<file path="src/rtl/uart_feedback_receiver_pkg.sv">
// Shared definitions for the UART feedback receive path: channel codes,
// receiver FSM state encoding and the machine-id range check.
package uart_feedback_receiver_pkg;

   localparam logic [1:0] CH_TARGET = 2'b11;
   localparam logic [1:0] CH_STATUS = 2'b01;

   localparam logic [2:0] ST_IDLE      = 3'd0;
   localparam logic [2:0] ST_START     = 3'd1;
   localparam logic [2:0] ST_DATA      = 3'd2;
   localparam logic [2:0] ST_STOP      = 3'd3;
   localparam logic [2:0] ST_WAIT_HIGH = 3'd4;

   // Id 0 is reserved, so the legal window is 1..maxId inclusive.
   function automatic logic idInRange(input logic [4:0] id, input logic [4:0] maxId);
      return (id != 5'd0) && (id <= maxId);
   endfunction

endpackage

</file>
<file path="src/rtl/uart_feedback_receiver_rx_core.sv">
// 8N1 UART deserialiser: two-flop synchroniser, centre-sampling FSM and bit timing.
// Strobes are combinational from the state register; the top registers them.
module uart_rx_core
   import uart_feedback_receiver_pkg::*;
#(
   parameter int CLKS_PER_BIT = 10417
)(
   input  logic       clk,
   input  logic       rst,
   input  logic       rx_i,
   output logic [7:0] byte_o,
   output logic       valid_o,
   output logic       frame_err_o
);

   localparam int CNT_W = $clog2(CLKS_PER_BIT);
   localparam logic [CNT_W-1:0] BIT_LAST  = CNT_W'(CLKS_PER_BIT - 1);
   localparam logic [CNT_W-1:0] HALF_LAST = CNT_W'((CLKS_PER_BIT / 2) - 1);

   logic             rxMeta_q;
   logic             rxSync_q;
   logic [2:0]       state_q,  state_d;
   logic [CNT_W-1:0] clkCnt_q, clkCnt_d;
   logic [2:0]       bitIdx_q, bitIdx_d;
   logic [7:0]       shift_q,  shift_d;

   // Synchroniser resets to the idle line level so reset never looks like a start bit.
   always_ff @(posedge clk or posedge rst) begin
      if (rst) begin
         rxMeta_q <= 1'b1;
         rxSync_q <= 1'b1;
      end else begin
         rxMeta_q <= rx_i;
         rxSync_q <= rxMeta_q;
      end
   end

   always_comb begin
      state_d     = state_q;
      clkCnt_d    = clkCnt_q;
      bitIdx_d    = bitIdx_q;
      shift_d     = shift_q;
      valid_o     = 1'b0;
      frame_err_o = 1'b0;
      case (state_q)
         ST_IDLE: begin
            if (!rxSync_q) begin
               state_d  = ST_START;
               clkCnt_d = '0;
               bitIdx_d = '0;
            end
         end
         ST_START: begin
            if (clkCnt_q == HALF_LAST) begin
               clkCnt_d = '0;
               bitIdx_d = '0;
               state_d  = rxSync_q ? ST_IDLE : ST_DATA;
            end else begin
               clkCnt_d = clkCnt_q + 1'b1;
            end
         end
         ST_DATA: begin
            if (clkCnt_q == BIT_LAST) begin
               clkCnt_d = '0;
               shift_d  = {rxSync_q, shift_q[7:1]};
               bitIdx_d = bitIdx_q + 1'b1;
               if (bitIdx_q == 3'd7) begin
                  state_d = ST_STOP;
               end
            end else begin
               clkCnt_d = clkCnt_q + 1'b1;
            end
         end
         ST_STOP: begin
            if (clkCnt_q == BIT_LAST) begin
               clkCnt_d = '0;
               if (rxSync_q) begin
                  valid_o = 1'b1;
                  state_d = ST_IDLE;
               end else begin
                  frame_err_o = 1'b1;
                  state_d     = ST_WAIT_HIGH;
               end
            end else begin
               clkCnt_d = clkCnt_q + 1'b1;
            end
         end
         ST_WAIT_HIGH: begin
            if (rxSync_q) begin
               state_d = ST_IDLE;
            end
         end
         default: begin
            state_d = ST_IDLE;
         end
      endcase
   end

   always_ff @(posedge clk or posedge rst) begin
      if (rst) begin
         state_q  <= ST_IDLE;
         clkCnt_q <= '0;
         bitIdx_q <= '0;
         shift_q  <= '0;
      end else begin
         state_q  <= state_d;
         clkCnt_q <= clkCnt_d;
         bitIdx_q <= bitIdx_d;
         shift_q  <= shift_d;
      end
   end

   assign byte_o = shift_q;

endmodule

</file>
<file path="src/rtl/uart_feedback_receiver.sv">
// UART feedback receiver: deserialises host bytes and decodes the channel field
// into target-acknowledge and status holding registers with one-cycle strobes.
module uart_feedback_receiver
   import uart_feedback_receiver_pkg::*;
#(
   parameter int CLKS_PER_BIT   = 10417,
   parameter int MAX_MACHINE_ID = 20
)(
   input  logic       clk,
   input  logic       rst,
   input  logic       rx,
   output logic [7:0] rx_byte,
   output logic       rx_valid,
   output logic       frame_err,
   output logic [4:0] target_ack_id,
   output logic       target_ack_valid,
   output logic       id_err,
   output logic [5:0] status,
   output logic       status_valid
);

   localparam logic [4:0] MAX_ID = 5'(MAX_MACHINE_ID);

   logic [7:0] coreByte;
   logic       coreValid;
   logic       coreFrameErr;

   logic [7:0] rxByte_q,      rxByte_d;
   logic       rxValid_q,     rxValid_d;
   logic       frameErr_q,    frameErr_d;
   logic [4:0] ackId_q,       ackId_d;
   logic       ackValid_q,    ackValid_d;
   logic       idErr_q,       idErr_d;
   logic [5:0] status_q,      status_d;
   logic       statusValid_q, statusValid_d;

   uart_rx_core #(
      .CLKS_PER_BIT(CLKS_PER_BIT)
   ) u_core (
      .clk         (clk),
      .rst         (rst),
      .rx_i        (rx),
      .byte_o      (coreByte),
      .valid_o     (coreValid),
      .frame_err_o (coreFrameErr)
   );

   // Holding registers keep their value between bytes; only the strobes self-clear.
   always_comb begin
      rxByte_d      = rxByte_q;
      ackId_d       = ackId_q;
      status_d      = status_q;
      rxValid_d     = 1'b0;
      frameErr_d    = coreFrameErr;
      ackValid_d    = 1'b0;
      idErr_d       = 1'b0;
      statusValid_d = 1'b0;
      if (coreValid) begin
         rxByte_d  = coreByte;
         rxValid_d = 1'b1;
         if (coreByte[1:0] == CH_TARGET) begin
            if (idInRange(coreByte[6:2], MAX_ID)) begin
               ackId_d    = coreByte[6:2];
               ackValid_d = 1'b1;
            end else begin
               idErr_d = 1'b1;
            end
         end else if (coreByte[1:0] == CH_STATUS) begin
            status_d      = coreByte[7:2];
            statusValid_d = 1'b1;
         end
      end
   end

   always_ff @(posedge clk or posedge rst) begin
      if (rst) begin
         rxByte_q      <= '0;
         rxValid_q     <= 1'b0;
         frameErr_q    <= 1'b0;
         ackId_q       <= '0;
         ackValid_q    <= 1'b0;
         idErr_q       <= 1'b0;
         status_q      <= '0;
         statusValid_q <= 1'b0;
      end else begin
         rxByte_q      <= rxByte_d;
         rxValid_q     <= rxValid_d;
         frameErr_q    <= frameErr_d;
         ackId_q       <= ackId_d;
         ackValid_q    <= ackValid_d;
         idErr_q       <= idErr_d;
         status_q      <= status_d;
         statusValid_q <= statusValid_d;
      end
   end

   assign rx_byte          = rxByte_q;
   assign rx_valid         = rxValid_q;
   assign frame_err        = frameErr_q;
   assign target_ack_id    = ackId_q;
   assign target_ack_valid = ackValid_q;
   assign id_err           = idErr_q;
   assign status           = status_q;
   assign status_valid     = statusValid_q;

endmodule

</file>
<file path="config.mk">
export PLATFORM = sky130hd
export DESIGN_NAME = uart_feedback_receiver
export DESIGN_NICKNAME = d
export VERILOG_FILES = /design/src/rtl/uart_feedback_receiver_pkg.sv /design/src/rtl/uart_feedback_receiver_rx_core.sv /design/src/rtl/uart_feedback_receiver.sv
export SDC_FILE = /design/constraint.sdc
export NUM_CORES = 1
export LEC_CHECK = 0
export ABC_AREA = 1
export CORE_MARGIN = 2
export CORE_UTILIZATION = 50
export CTS_CLUSTER_DIAMETER = 40
export DETAILED_ROUTE_END_ITERATION = 7
export PLACE_DENSITY = 0.72
export SYNTH_ARGS = -nofsm -noshare
export SYNTH_HDL_FRONTEND = slang
export SYNTH_SLANG_ARGS = --single-unit
</file>
<file path="constraint.sdc">
create_clock -name clk -period 1.85 [get_ports clk]
set_input_delay 0.2775 -clock clk [delete_from_list [all_inputs] [get_ports clk]]
set_output_delay 0.2775 -clock clk [all_outputs]
set_load 0.02 [all_outputs]
</file>
# Word level (Yosys, flattened, before mapping)
# Index checks and enable logic that the tools add are counted.
# Widths: inputs -> output; s select.
[word_totals]
word_cells = 78
input_bits = 3
regBits = 54
[op_classes]
eq_ne = 15
addsub = 2
n_reduce_logical = 12
mux = 33
bitwise = 1
n_lt_le_gt_ge = 1
[ops]
columns = ["op", "n"]
rows = [
  ["$mux 14", 3],
  ["$pmux 14 s3", 1],
  ["$mux 3", 10],
  ["$mux 1", 16],
  ["$pmux 3 s5", 1],
  ["$add 14x1->14 const B", 1],
  ["$eq 14x13->1 const B", 1],
  ["$eq 14x14->1 const B", 1],
  ["$ne 2x1->1 const B", 5],
  ["$pmux 3 s3", 1],
  ["$eq 3x2->1 const B", 2],
  ["$eq 3x3->1 const B", 2],
  ["$reduce_and 3->1", 2],
  ["$reduce_and 6->1", 1],
  ["$reduce_bool 3->1", 2],
  ["$le 5x5->1 const B", 1],
  ["$reduce_bool 5->1", 1],
  ["$reduce_and 2->1", 2],
  ["$reduce_and 4->1", 1],
  ["$add 3x1->3 const B", 1],
  ["$eq 3x1->1 const B", 1],
  ["$logic_not 3->1", 1],
  ["$eq 2x1->1 const B", 1],
  ["$eq 2x2->1 const B", 1],
  ["other kinds (5)", 5],
]

# Longest topological paths before layout
[depth]
word_depth = 5
ltp_mapped = 13

# Modules after synthesis
# A second synthesis with hierarchy kept.
[hier_totals]
hier_cells = 319
hier_area_um2 = 2735.1
[by_module_without_submodules]
columns = ["module", "n_inst", "cells_each", "seq_area_each_um2", "area_per_inst_um2"]
rows = [
  ["uart_rx_core", 1, 224, 753.2, 1759.2],
  ["uart_feedback_receiver", 1, 95, 600.6, 975.9],
]

# Least setup slack after synthesis
# No wires, ideal clock.
[synth_path]
path_kind = "register to register"
from = "register u_core.clkCnt_q[0]"
to = "register status_q[0], in the netlist status[0]"
required_ps = 1732
period_less_slack_ps = 1620
stages_incl_launch_ff = 13
arrival_ps = 1502
path_slack_ps = 230
path_cell_list = "dfrtp_1 > inv_1 > ha_1 > nand2_1 > clkinv_1 > nand2_1 > nor2_2 > nand3_4 > nor2_8 > nand2_4 > buf_6 > nand2_2 > o21ai_2"
[synth_between]
elab_chain_len = 4
[synth_lines]
columns = ["item", "line_no", "rtl"]
rows = [
  ["from (decl)", "uart_feedback_receiver_rx_core.sv:23", "logic [CNT_W-1:0] clkCnt_q, clkCnt_d;"],
  ["from (signal assigned)", "uart_feedback_receiver_rx_core.sv:107", "clkCnt_q <= clkCnt_d;"],
  ["$eq 14x14->1", "uart_feedback_receiver_rx_core.sv:75", "if (clkCnt_q == BIT_LAST) begin"],
  ["$mux 1", "uart_feedback_receiver_rx_core.sv:75", ""],
  ["$mux 1", "uart_feedback_receiver_rx_core.sv:45", "case (state_q)"],
  ["$reduce_and 3->1 (no source line)", "-", ""],
  ["to (signal assigned)", "uart_feedback_receiver.sv:92", "status_q <= status_d;"],
  ["to (decl)", "uart_feedback_receiver.sv:34", "logic [5:0] status_q, status_d;"],
]
# Every way passes these cells.
# A chain may end at the register's enable or synchronous reset.

# Worst setup path in the final report
[layout_path]
from = "register u_core.clkCnt_q[0]"
to = "register status_q[4], in the netlist status[4]"
# Same word-level chain as after synthesis.

==> results.md <==
* Wirelength per Cell at 12.2 microns
* Count of endpoints failing hold in the final timing report at 0
* I/O pin count at 27
* Chip Height at roughly 76 microns
* Final Slew Violations at 0
* Proportion of register bits with asynchronous set or reset after synthesis at 100%
* Worst hold path type: input pin to async pin
* Stage delay of the slowest cell on the critical path at between 0.4 and 0.5 ns
* Run status: finished, final reports clean
* Utilization of the core after routing at a little over three fifths
* RePlAce Congestion at approximately 0.89
* Number of nets in the synthesized netlist at 319
* Net switching fraction of the power at roughly a fifth
* First-pass GRT wire length at roughly 9.1 mm
* Buffer cell driving the clock tree root: clkbuf_8
* Global-route total usage across every layer at about a fifth
* Reg2Reg Launch Point: u_core.clkCnt_q[0]
* Pin count of the biggest net entering global routing at 25
* Count of flip-flops with a built-in enable after synthesis at 0
* Most area-consuming cells after synthesis: dfrtp_1 50%, nand2_1 13%, inv_1 5.4%
* Worst-margin pin slew at around 0.34 ns
* Share of power burned in the clock network at roughly two fifths
* Count of synthesis-stage warnings from yosys at 0
* Area Overhead vs Synth at 20.9%
* Count of different cell masters after synthesis at 31
* Worst setup skew after layout at approximately 0.013 ns
* Worst Reg-to-Reg Cells at 12
* Most frequent cells after synthesis: 91 x nand2_1, 52 x dfrtp_1, 38 x inv_1
* TritonCTS clock tree: yes
* P_int at roughly 1.6 mW
* Startpoint type of the worst setup path: register
* Starting DRT DRC Count at between 100 and 150
* CTS Sinks at 54
* Portion of synthesized cell area occupied by the leading cell type at between 40% and 50%
* Syn avg cell area at approximately 8.4 sq um
* Combinational share of power at 1.8%
* Aggregate routed wire length at between 5 and 6 mm
* Effective utilization at floorplan at between 50% and 60%
* Post-layout instance count excluding filler cells at around 420
* Antenna fix cells at 0
* Setup TNS Final at 0 ns
* Maximum fanout count along the critical path at 13
* Static leakage at 1.52 nW
* Post-Syn Instances at 312
* Dominant register cell in the synthesized netlist: dfrtp_1
* Worst setup slack before clock tree synthesis at 0.123 ns
* Endpoints failing setup at 0
* Initial DRT Pass Iterations at 4
* Max Clk Rate at just under 600 MHz
* Max-slew headroom at 77.4%
* Max stage delay cell, worst path: dfrtp_1
* Ratio of final minimum period to clock period at between 90 and 100%
* Number of register bits inferred by synthesis at 54
* Layout cells sized above 1 at roughly an eighth
* Required time worst endpoint at around 2 ns
* Critical path's top delay family: simple AND/OR/NAND/NOR gates
* Post-synth design cell area at approximately 2600 sq um
* Nets at 355
* Antenna-violating nets left at 0
* Switch Pwr at between 400 and 500 uW
* Vias after detailed routing at between 2k and 2.5k
* Arrival time worst endpoint at between 1.5 and 2 ns
* Setup repair after global routing missed its margin: yes
* Initial antenna violation count at 0
* Power density normalized to cell area at between 600 and 700 nW/um^2
* Overall power consumption at between 2 and 2.5 mW
* Insertion delay to the later sink of the worst-skew pair at 0.31 ns
* Area of the placeable core at slightly above 5000 sq um
* Buffer levels on the longest clock path at 2
* Buffers plus inverters on the worst setup path at 3
* Via count of the first global-routing pass at approximately 2k
* Maximum vdd ir drop at 0.000586 V
* Tmin final at approximately 1.7 ns
* Area of placed instances at between 3000 and 4000 sq um
* # Max-Cap Violations at 0
* Die footprint at 5830 sq um
* Die X-Extent at 76.4 microns
* Post-synthesis cell type with the largest combined area: dfrtp_1
* Clock H-tree levels at 2
* Number of placement rows at 26
* Most used cell, CP: nand2_1
* Count leader, synth: nand2_1
* Class of the most critical setup path: register to register
* CTS Buf Count at 5
* Post-placement cell count at 410
* Post-route cell area at 3170 sq um
* Type of element capturing the critical path: register
* Reg-to-reg endpoint: status[4]
* Sum of net half-perimeters after detailed placement at around 3.8 mm
* Tightest hold margin at about 0.24 ns
* Clock Pin Slew Worst Setup and Hold Paths at roughly 0.10 ns
* Port Buf Inserts at 26
* Worst reg2reg setup slack at around 0.15 ns
* Crit path cell chain: inv_1, ha_1, nand2_1, clkinv_1, nand2_1, nor2_2, buf_4, nand3_4, nor2_8, nand2_8, nand2_1, o21ai_2
* Post-CTS Hold Fix Bufs at 0
* Number of remaining DRC errors at 0
* Reg power frac at 58.4%
* Final global-route overflow total at 0
* Setup slack after layout at ~0.15 ns
* Proportion of synthesized chip area in sequential cells at 51.7%
* Via count normalized by instance count at ~5
[power groups by stage]
stage	registers [mW]	logic, mW	clock network, mW
2_1_floorplan	1.21	0.0197	0
3_3_place_gp	1.21	0.0379	0
3_5_place_dp	1.21	0.0389	0
4_1_cts	1.19	0.0392	0.835
5_1_grt	1.19	0.0436	0.874
6_report	1.18	0.0359	0.807
[how the worst max path moves through the flow]
stage | slack [ns] | end | from | cells after the start
floorplan | 0.23 | status[0] | u_core.clkCnt_q[0] | 12
global placement | 0.16 | u_core.clkCnt_q[9] | u_core.clkCnt_q[0] | 11
detailed placement | 0.12 | u_core.clkCnt_q[5] | u_core.clkCnt_q[0] | 11
CTS | 0.11 | u_core.clkCnt_q[5] | u_core.clkCnt_q[0] | 11
global route | -0.01 | target_ack_id[0] | u_core.clkCnt_q[0] | 12
finish | 0.15 | status[4] | u_core.clkCnt_q[0] | 12
[placed cells by master (no fill, tap or decap), drive strengths merged, types with 2 or more instances in the layout]
master,instances
nand2,97
dfrtp,52
inv,40
o21ai,30
nor2,29
clkdlybuf4s50,26
nand3,21
nor3,11
buf,8
xor2,6
a21oi,5
nand4,5
clkbuf,5
ha,4
dfstp,2
clkinv,2
nor4,2
[registers in the layout, indices dropped and copies added (netlist names)]
register          flops
u_core.bitIdx_q       3
id_err                1
u_core.byte_o         8
u_core.clkCnt_q      14
rx_valid              1
u_core.rxMeta_q       1
target_ack_id         5
u_core.state_q        3
target_ack_valid      1
status_valid          1
rx_byte               8
frame_err             1
u_core.rxSync_q       1
status                6
[kinds of logic after synthesis]
family / Yosys count / synth area share [%]
AOI/OAI and AO/OA: 38 / 8.41
xor gates and xnor gates: 6 / 2.01
adders and majority gates: 4 / 1.91
buffers and inverters: 45 / 6.93
DFF: 54 / 51.7
and+or+nand+nor: 165 / 29.0
[what timing repair did]
action / in CTS / in global routing
setup endpoints to repair: 0 / 14
resized for setup: 0 / 5
buffers inserted: 0 / 1
[metal layers]
metal / part of all wire [%] / GRT usage (%)
met5: 0 / 0
met4: 1.7 / 7.64
met3: 4.0 / 3.79
met2: 47 / 31.0
met1: 48 / 26.3
[area by class of cell]
cell class	instances	area, sq um
fillers	456	1910
flip-flops and latches	54	1350
multi-input cells	213	1110
repair buffers	34	345
inverters	40	150
well taps	70	87.6
clock buffers	5	68.8
clock inverters	3	47.5
Power figures use the tool's default switching activity.
